$ cat src/rtl/hazard_scoreboard.sv
// ID-stage hazard unit: load-use check against EX plus a per-register scoreboard
// of outstanding long-latency writes retired through NUM_WB writeback ports.
module hazard_scoreboard #(
  parameter int REG_COUNT = 32,
  parameter int ADDR_W    = 5,
  parameter int NUM_WB    = 2,
  parameter int CNT_W     = 2,
  parameter int WB_BYPASS = 1,
  parameter int PERF_W    = 32
) (
  input  logic                     clk,
  input  logic                     rst,
  input  logic                     issue_valid,
  input  logic [ADDR_W-1:0]        issue_rs1,
  input  logic [ADDR_W-1:0]        issue_rs2,
  input  logic                     issue_rs1_used,
  input  logic                     issue_rs2_used,
  input  logic [ADDR_W-1:0]        issue_rd,
  input  logic                     issue_long,
  input  logic                     flush,
  input  logic                     ex_mem_read,
  input  logic [ADDR_W-1:0]        ex_rd,
  input  logic [NUM_WB-1:0]        wb_valid,
  input  logic [NUM_WB*ADDR_W-1:0] wb_rd,
  output logic                     stall,
  output logic [1:0]               stall_reason,
  output logic                     busy,
  output logic                     err_underflow,
  output logic [PERF_W-1:0]        stall_cycles
);

  localparam int NREG  = 2 ** ADDR_W;
  localparam int HIT_W = $clog2(NUM_WB + 1);
  localparam int SUM_W = CNT_W + $clog2(NUM_WB) + 1;
  localparam logic [CNT_W-1:0] CNT_MAX = '1;

  logic [CNT_W-1:0]  r_cnt [1:REG_COUNT-1];
  logic              r_err_underflow;
  logic [PERF_W-1:0] r_stall_cycles;

  // Address-space-wide views so any encodable address can be looked up safely.
  logic [CNT_W-1:0]  w_cnt_ext [NREG];
  logic [HIT_W-1:0]  w_hits    [NREG];
  logic [NREG-1:0]   w_uf;

  logic w_active, w_load_use, w_raw1, w_raw2, w_raw, w_waw, w_stall, w_alloc;
  logic w_byp1, w_byp2, w_busy;

  assign w_active = issue_valid && !flush && !rst;

  assign w_load_use = w_active && ex_mem_read && (ex_rd != '0) &&
                      ((issue_rs1_used && (issue_rs1 == ex_rd)) ||
                       (issue_rs2_used && (issue_rs2 == ex_rd)));

  assign w_byp1 = (WB_BYPASS != 0) &&
                  (SUM_W'(w_cnt_ext[issue_rs1]) == SUM_W'(w_hits[issue_rs1]));
  assign w_byp2 = (WB_BYPASS != 0) &&
                  (SUM_W'(w_cnt_ext[issue_rs2]) == SUM_W'(w_hits[issue_rs2]));

  assign w_raw1 = issue_rs1_used && (issue_rs1 != '0) && (w_cnt_ext[issue_rs1] != '0) && !w_byp1;
  assign w_raw2 = issue_rs2_used && (issue_rs2 != '0) && (w_cnt_ext[issue_rs2] != '0) && !w_byp2;
  assign w_raw  = w_active && (w_raw1 || w_raw2);

  // Saturation is judged on the current count, ignoring same-cycle retirements.
  assign w_waw = w_active && issue_long && (issue_rd != '0) && (w_cnt_ext[issue_rd] == CNT_MAX);

  assign w_stall = w_load_use || w_raw || w_waw;
  assign w_alloc = w_active && !w_stall && issue_long && (issue_rd != '0);

  always_comb begin
    stall_reason = 2'b00;
    if (w_load_use)  stall_reason = 2'b01;
    else if (w_raw)  stall_reason = 2'b10;
    else if (w_waw)  stall_reason = 2'b11;
  end

  assign stall = w_stall;

  genvar gi;
  generate
    for (gi = 0; gi < NREG; gi++) begin : g_slot
      always_comb begin
        w_hits[gi] = '0;
        for (int p = 0; p < NUM_WB; p++) begin
          if ((gi != 0) && wb_valid[p] && (wb_rd[p*ADDR_W +: ADDR_W] == ADDR_W'(gi)))
            w_hits[gi] = w_hits[gi] + HIT_W'(1);
        end
      end

      if ((gi >= 1) && (gi < REG_COUNT)) begin : g_reg
        logic             w_inc;
        logic [SUM_W-1:0] w_sum;

        assign w_inc = w_alloc && (issue_rd == ADDR_W'(gi));
        // Sign bit of the widened sum flags more retirements than outstanding writes.
        assign w_sum = SUM_W'(r_cnt[gi]) + SUM_W'(w_inc) - SUM_W'(w_hits[gi]);
        assign w_uf[gi]      = w_sum[SUM_W-1];
        assign w_cnt_ext[gi] = r_cnt[gi];

        always_ff @(posedge clk) begin
          if (rst)
            r_cnt[gi] <= '0;
          else if (w_sum[SUM_W-1])
            r_cnt[gi] <= '0;
          else
            r_cnt[gi] <= w_sum[CNT_W-1:0];
        end
      end else begin : g_none
        assign w_uf[gi]      = 1'b0;
        assign w_cnt_ext[gi] = '0;
      end
    end
  endgenerate

  always_comb begin
    w_busy = 1'b0;
    for (int r = 1; r < REG_COUNT; r++)
      w_busy = w_busy | (r_cnt[r] != '0);
  end

  always_ff @(posedge clk) begin
    if (rst) begin
      r_err_underflow <= 1'b0;
      r_stall_cycles  <= '0;
    end else begin
      r_err_underflow <= r_err_underflow | (|w_uf);
      if (w_stall && (r_stall_cycles != '1))
        r_stall_cycles <= r_stall_cycles + PERF_W'(1);
    end
  end

  assign busy          = w_busy;
  assign err_underflow = r_err_underflow;
  assign stall_cycles  = r_stall_cycles;

endmodule
$ cat config.mk
export PLATFORM = sky130hd
export DESIGN_NAME = hazard_scoreboard
export DESIGN_NICKNAME = d
export VERILOG_FILES = /design/src/rtl/hazard_scoreboard.sv
export SDC_FILE = /design/constraint.sdc
export NUM_CORES = 1
export LEC_CHECK = 0
export CELL_PAD_IN_SITES_DETAIL_PLACEMENT = 1
export CELL_PAD_IN_SITES_GLOBAL_PLACEMENT = 1
export CORE_MARGIN = 2
export CORE_UTILIZATION = 43
export DETAILED_ROUTE_END_ITERATION = 12
export PLACE_DENSITY_LB_ADDON = 0.08
export SYNTH_ARGS = -nofsm -noshare
export SYNTH_HDL_FRONTEND = slang
export SYNTH_SLANG_ARGS = --single-unit
$ cat constraint.sdc
create_clock -name clk -period 6.9 [get_ports clk]
set_clock_uncertainty 0.05 [all_clocks]
set_input_delay 2.07 -clock clk [delete_from_list [all_inputs] [get_ports clk]]
set_output_delay 2.07 -clock clk [all_outputs]
set_load 0.005 [all_outputs]
==> results_dict.tcl <==
set metrics [dict create \
    rr_worst_depth 29 \
    fmax_mhz 143 \
    path_class "in2out" \
    portBuffers 76 \
    netlist_instances 1207 \
    reg2reg_to "stall_cycles[1]$_SDFFE_PP0P_" \
    path_buf_inv 4 \
    place_inst 1813 \
    rr_startpoint "r_cnt[0][34]$_SDFFCE_PN0P_" \
    grt.overflow.total 0 \
    tritoncts "yes" \
    final-hold-violation-count 0 \
    drtPass1Iterations 5 \
    async_flop_share_pct 0 \
    tightestPinTransition_ns 1.13 \
    crit_arrival_ns 4.87 \
    layout_min_cycle_time_ns 6.99 \
    n_fill_cell 2932 \
    synth_edf_count 62 \
    multiInputGateArea_sq_um 8330 \
    violations "setup timing" \
    worstPathRequired_ns 4.78 \
    ioPinCount 77 \
    yosysSeqAreaShare_pct 23.1 \
    area_growth_pct 34.8 \
    instances_no_fill 1860 \
    post-synth-top-count-cell "nor2_1" \
    die-area_sq_um 26600 \
    post_drt_wl_per_cell_um 23.0 \
    yosysTopAreaCell "edfxtp_1" \
    fin_hold_ws_ns 0.475 \
    grt_antenna_before_repair 1 \
    vias_per_cell 5.83 \
    diodes 0 \
    cp_max_fo 4 \
    cp-start-kind "input port" \
    status "finished, violations left" \
    grt_max_degree 75 \
    cpPeakStageDelay_ns 0.48 \
    synth.avg_cell_area_sq_um 9.03 \
    endpoint "stall" \
    synth-seq-cells 95 \
    cts_root_buf "clkbuf_16" \
    period_share_pct 101 \
    track_usage_pct 32.3 \
    cp_slowest_cell "mux4_2" \
    hold_path.class "reg2reg" \
    clockBufferDepth 2 \
    slew_headroom_pct 24.8 \
    critPathLaunch "wb_rd[4]" \
    cpLargestDelayFamily "simple AND/OR/NAND/NOR gates" \
    synthDistinctLibCells 61 \
    holdPathStages 2 \
    clock_sinks 95 \
    path_clk_slew_ns 0.08 \
    regArea_sq_um 2520 \
    reg2reg_setup_slack_ns 1.85 \
    ir_worst_vdd_mv 0.114 \
    layout_setup_ws_ns -0.0904 \
    pre_cts_slack_ns -1.05 \
    initial_core_util_pct 43.5 \
    path_depth 15 \
    ys.flop_type "edfxtp_1" \
    power.density_nw_per_um2 116 \
    endpoint_kind "primary output" \
    netlist_area_sq_um 10900 \
    wirelength_mm 42.8 \
    synth_common_cells "149 x nor2_1, 132 x inv_1, 125 x ha_1" \
    synth.area.top_cells "edfxtp_1 17%, ha_1 14%, mux4_2 10%" \
    via_count 10841 \
    rsz0062_at_grt "yes" \
    leakagePower_nw 6.60 \
    postPlaceCellArea_sq_um 13600 \
    clock_latency_ns 0.38 \
    hpwlAfterDp_mm 32.1 \
    first_global_vias 11459 \
    htree_levels 3 \
    final_layout_size_suffix_gt1_share_pct 27.8 \
    finalSetupViolCount 2 \
    maxCapViolCount 0 \
    synth_warnings 0 \
    drc_errors 0 \
    layout.nets 1721 \
    coreArea_sq_um 25000 \
    routabilityCongestion 0.933 \
    ant_nets 0 \
    die-width_um 163 \
    design_area_sq_um 14700 \
    drt_iter0_markers 834 \
    grt_pass1_wl_mm 65.4 \
    yosys.area.top_type_share_pct 17.1 \
    slew_viol_final 0 \
    crit_chain "buf_8 > nor2b_4 > buf_6 > nand3_4 > nor2_4 > ha_4 > mux4_2 > mux2_4 > a2bb2oi_2 > o21bai_1 > a32o_2 > a31oi_4 > and4_4 > inv_4 > buf_6" \
    ctsHoldBuffers 0 \
    num_rows 58 \
    cts_buffers 9 \
    crit_top_cell "buf_6" \
    die_h_um 163 \
]
-- worst min-delay path by stage --
stage	startpoint	end
2_1_floorplan	stall_cycles[21]$_SDFFE_PP0P_	stall_cycles[21]$_SDFFE_PP0P_
3_3_place_gp	stall_cycles[21]$_SDFFE_PP0P_	stall_cycles[21]$_SDFFE_PP0P_
3_5_place_dp	stall_cycles[21]$_SDFFE_PP0P_	stall_cycles[21]$_SDFFE_PP0P_
4_1_cts	stall_cycles[21]$_SDFFE_PP0P_	stall_cycles[21]$_SDFFE_PP0P_
5_1_grt	stall_cycles[12]$_SDFFE_PP0P_	stall_cycles[12]$_SDFFE_PP0P_
6_report	stall_cycles[12]$_SDFFE_PP0P_	stall_cycles[12]$_SDFFE_PP0P_
-- area by class of cell --
cell class | count | area share (%)
Timing Repair Buffer | 308 | 17.9
Sequential cell | 95 | 17.2
Clock inverter | 7 | 0.485
Inverter | 132 | 3.39
Multi-Input combinational cell | 979 | 56.7
Tap cell | 330 | 2.81
Clock buffer | 9 | 1.53
-- power by group --
| part | internal [W] | switching (W) |
|---|---|---|
| logic | 0.000221 | 0.000246 |
| clock network | 0.000257 | 0.000290 |
| registers | 0.000637 | 0.0000500 |
| total | 0.00112 | 0.000586 |
-- placed cells by master (no fill, tap or decap), drive strengths merged, types with 27 or more instances in the layout --
master         netlist  final
fa                  31     31
dfxtp               33     33
nor3                39     39
nand3               40     40
a21oi               27     27
ha                 125    125
xor2                39     39
edfxtp              62     62
conb                 1     62
nor2               149    149
inv                132    136
nand4               27     27
nand2               79     79
buf                 31    250
mux4                50     50
clkdlybuf4s50        0     56
-- per-stage QoR --
stage	util, %	setup TNS (ns)	total power (W)
3_5_place_dp	54.3	-9.99	0.00110
2_1_floorplan	-	0	0.000920
3_3_place_gp	54.3	-6.85	0.00109
6_report	58.7	-0.179	0.00170
5_1_grt	58.7	-0.612	0.00176
4_1_cts	57.8	-0.139	0.00167
-- registers in the layout, summed over array words and instances, names as in the netlist --
name	count
err_underflow	1
stall_cycles	32
r_cnt	62
-- worst register-to-register path: cells and delay by family, from the launching register on --
| kind | cells | cell delay (ns) |
|---|---|---|
| compound gates | 5 | 0.79 |
| buf+inv | 20 | 2.31 |
| mux | 2 | 0.80 |
| flops | 1 | 0.55 |
| simple gates | 2 | 0.40 |
-- cells by family after synthesis --
kind of cell / count (synthesis) / synth area share [%]
AOI/OAI and AO/OA: 137 / 8.54
xor gates and xnor gates: 41 / 3.30
adders and majority gates: 156 / 20.0
buffers and inverters: 194 / 7.37
DFF: 95 / 23.1
muxes: 93 / 14.6
other: 1 / 0.0344
and+or+nand+nor: 490 / 23.0
-- what timing repair did --
action                     in CTS  in global routing
pin swaps                      52                 30
setup buffers                  28                  4
setup endpoints to repair       4                  5
gates cloned                    0                  0
resized for setup             154                 56
-- per-layer routing --
layer	part of all wire [%]	routed length [um]	track usage [%]	vias up
met4	3.4	1460	12.8	0
met2	48	20300	53.2	411
li1	-	-	-	4882
met1	42	17800	41.8	5457
met3	7.6	3240	6.15	91
met5	0	0	0	-
Power figures use the tool's default switching activity.
==> RTL edit (same flow settings) <==
`WB_BYPASS`: 1 -> 0.
--- a/src/rtl/hazard_scoreboard.sv
+++ b/src/rtl/hazard_scoreboard.sv
@@ -5,7 +5,7 @@
   parameter int ADDR_W    = 5,
   parameter int NUM_WB    = 2,
   parameter int CNT_W     = 2,
-  parameter int WB_BYPASS = 1,
+  parameter int WB_BYPASS = 0,
   parameter int PERF_W    = 32
 ) (
   input  logic                     clk,
Function: changed (Yosys sat finds a counterexample within 4 cycles, from zero or initial values and one cycle with rst high).
==> RTL edit against the original RTL <==
Via count down 21%. Die area down 13%. Power shrank 12%. Synthesized area shrank 13%. Register-to-register slack improved by 320 ps. Setup slack gained 230 ps. Design area is 23% lower. Count of clock-buffer cells in the layout increased by 2. Critical path type unchanged. Wire length fell by 28%. Sequential cell count unchanged.
==> RTL edit: results (changes against the original RTL) <==
* Vias at 8603 (was 10800)
* Reg2reg setup slack at 2170 ps (was 1850 ps)
* Max-slew violations at 0 (unchanged)
* Routed Antenna Nets at 0 (unchanged)
* Crit path time final at 6760 ps (was 6990 ps)
* CP Max Fanout at 6 (was 4)
* Gr usage total at 26.6% (was 32.3%)
* Worst min-delay path class: register to register (unchanged)
* First-pass GRT wire length at 48400 um (was 65400 um)
* Avg WL per Cell at 20.1 um (was 23.0 um)
* Switching Fraction at 30.9% (was 34.4%)
* Fin nets at 1432 (was 1721)
* Max reg flops at 62 (unchanged)
* Drt drc at 0 (unchanged)
* Share of cells above drive strength 1 at 7.09% (was 27.8%)
* Post-detail-place hpwl at 24500 um (was 32100 um)
* Worst skew pair latency at 360 ps (was 380 ps)
* Pleak at 4.63 nW (was 6.60 nW)
* Port bufs at 76 (unchanged)
* Tightest Pin Transition at 806 ps (was 1130 ps)
* Met3 GRT Util at 3.75% (was 6.15%)
* Largest net degree at the start of global routing at 71 (was 75)
* Place WS at -44.5 ps (was -1050 ps)
* Vias in the first global route at 9029 (was 11500)
* Share of flip-flops with an asynchronous set or reset at 0% (unchanged)
* CP arrival at 4640 ps (was 4870 ps)
* Drt first pass iters at 5 (unchanged)
* CTS Buffer Depth at 2 (unchanged)
* DR iter-0 viols at 531 (was 834)
* Top cells by area, synth: edfxtp_1, ha_1, dfxtp_1, fa_1, inv_1 (was edfxtp_1, ha_1, mux4_2, dfxtp_1, fa_1)
* Main synth FF type: edfxtp_1 (unchanged)
* Antenna violations before repair at 0 (was 1)
* Routability cong. at 0.924 (was 0.933)
* Cell Area, Placed at 10900 sq um (was 13600 sq um)
* CTS Buf Count at 9 (unchanged)
* Commonest cells post-synth: inv_1, nor2_1, ha_1, nor3b_1, edfxtp_1 (was nor2_1, inv_1, ha_1, nand2_1, edfxtp_1)
* Synthesis warning total at 0 (unchanged)
* Reg clk slew, reported paths at 80 ps (about the same)
* Outcome: finished, final reports clean (was complete, but fails checks)
* Post-synthesis sequential area ratio at 26.7% (was 23.1%)
* Reg with most FFs: r_cnt (unchanged)
* EDFF count, synth at 62 (unchanged)
* Met1 GRT Util at 34.4% (was 41.8%)
* M2 GR Usage at 44.6% (was 53.2%)
* Max H-tree Level at 3 (unchanged)
* Synth cell types at 64 (was 61)
* Max IR drop VDD at 0.108 mV (was 0.114 mV)
RTL edit: cell count changes after synthesis, sizes merged, moves of 16 or more:
cell   unedited run  this run
nand2            79        51
xnor2             2        33
mux2i            19         1
buf              31        15
and3b            24         0
mux4             50        12
inv             132       169
a31oi             8        34
xor2             39         8
nor3b            11        66
RTL edit: worst paths after layout:
kind                                        from  cells past startpoint               end
worst max-delay path                issue_rs2[0]                      9             stall
worst min-delay path            stall_cycles[22]                      2  stall_cycles[22]
worst max register to register      r_cnt[0][57]                     18     err_underflow
worst min register to register  stall_cycles[22]                      2  stall_cycles[22]
RTL edit: timing repair:
item                                    4_1_cts  5_1_grt
endpoints found under the setup margin        2        3
gates resized for setup                       2       10
setup buffers                                 0        0
pin swaps                                     0        0
RTL edit: per-stage QoR:
stage	hold WS [ps]	std cells	util, %	power [mW]
2_1_floorplan	423	1153	-	0.853
3_3_place_gp	440	1505	50.3	0.968
3_5_place_dp	448	1505	50.3	0.978
4_1_cts	463	1521	51.7	1.51
5_1_grt	496	1521	51.8	1.57
6_report	467	1521	51.8	1.50
RTL edit: power by group through the flow:
stage	sequential, mW	clock (mW)	combinational [mW]
floorplan	0.672	0	0.181
global placement	0.688	0	0.280
detailed placement	0.689	0	0.289
CTS	0.676	0.542	0.293
global route	0.681	0.560	0.328
finish	0.676	0.528	0.296
RTL edit: final cells by class:
class	count	area, sq um
Fill cell	2578	10400
Multi-Input combinational cell	848	6390
Sequential cell	95	2520
Timing Repair Buffer	113	1040
Inverter	169	634
Tap cell	280	350
Clock buffer	11	254
Clock inverter	5	43.8
RTL edit: logic make-up (layout without fill, tap and decap cells):
kind of cell / after synthesis / count (layout) / synth area share (%)
xor gates and xnor gates: 41 / 41 / 3.80
AOI/OAI and AO/OA: 113 / 113 / 8.11
other: 1 / 62 / 0.0396
buffers and inverters: 210 / 298 / 8.45
adders and majority gates: 156 / 156 / 23.1
muxes: 27 / 27 / 4.67
DFF: 95 / 95 / 26.7
and+or+nand+nor: 449 / 449 / 25.2
RTL edit: per-layer routing:
layer | vias up | routed length, um
met1 | 4243 | 13300
met2 | 254 | 14600
met3 | 79 | 1460
li1 | 4027 | -
met5 | - | 0
met4 | 0 | 1250
RTL edit: worst max-delay path, stage by stage:
cell,delay (ps)
clkdlybuf4s50_1,450
inv_2,160
mux4_2,520
mux2_2,290
a21oi_2,170
a32oi_1,70
o211a_2,320
inv_2,70
clkdlybuf4s50_1,490
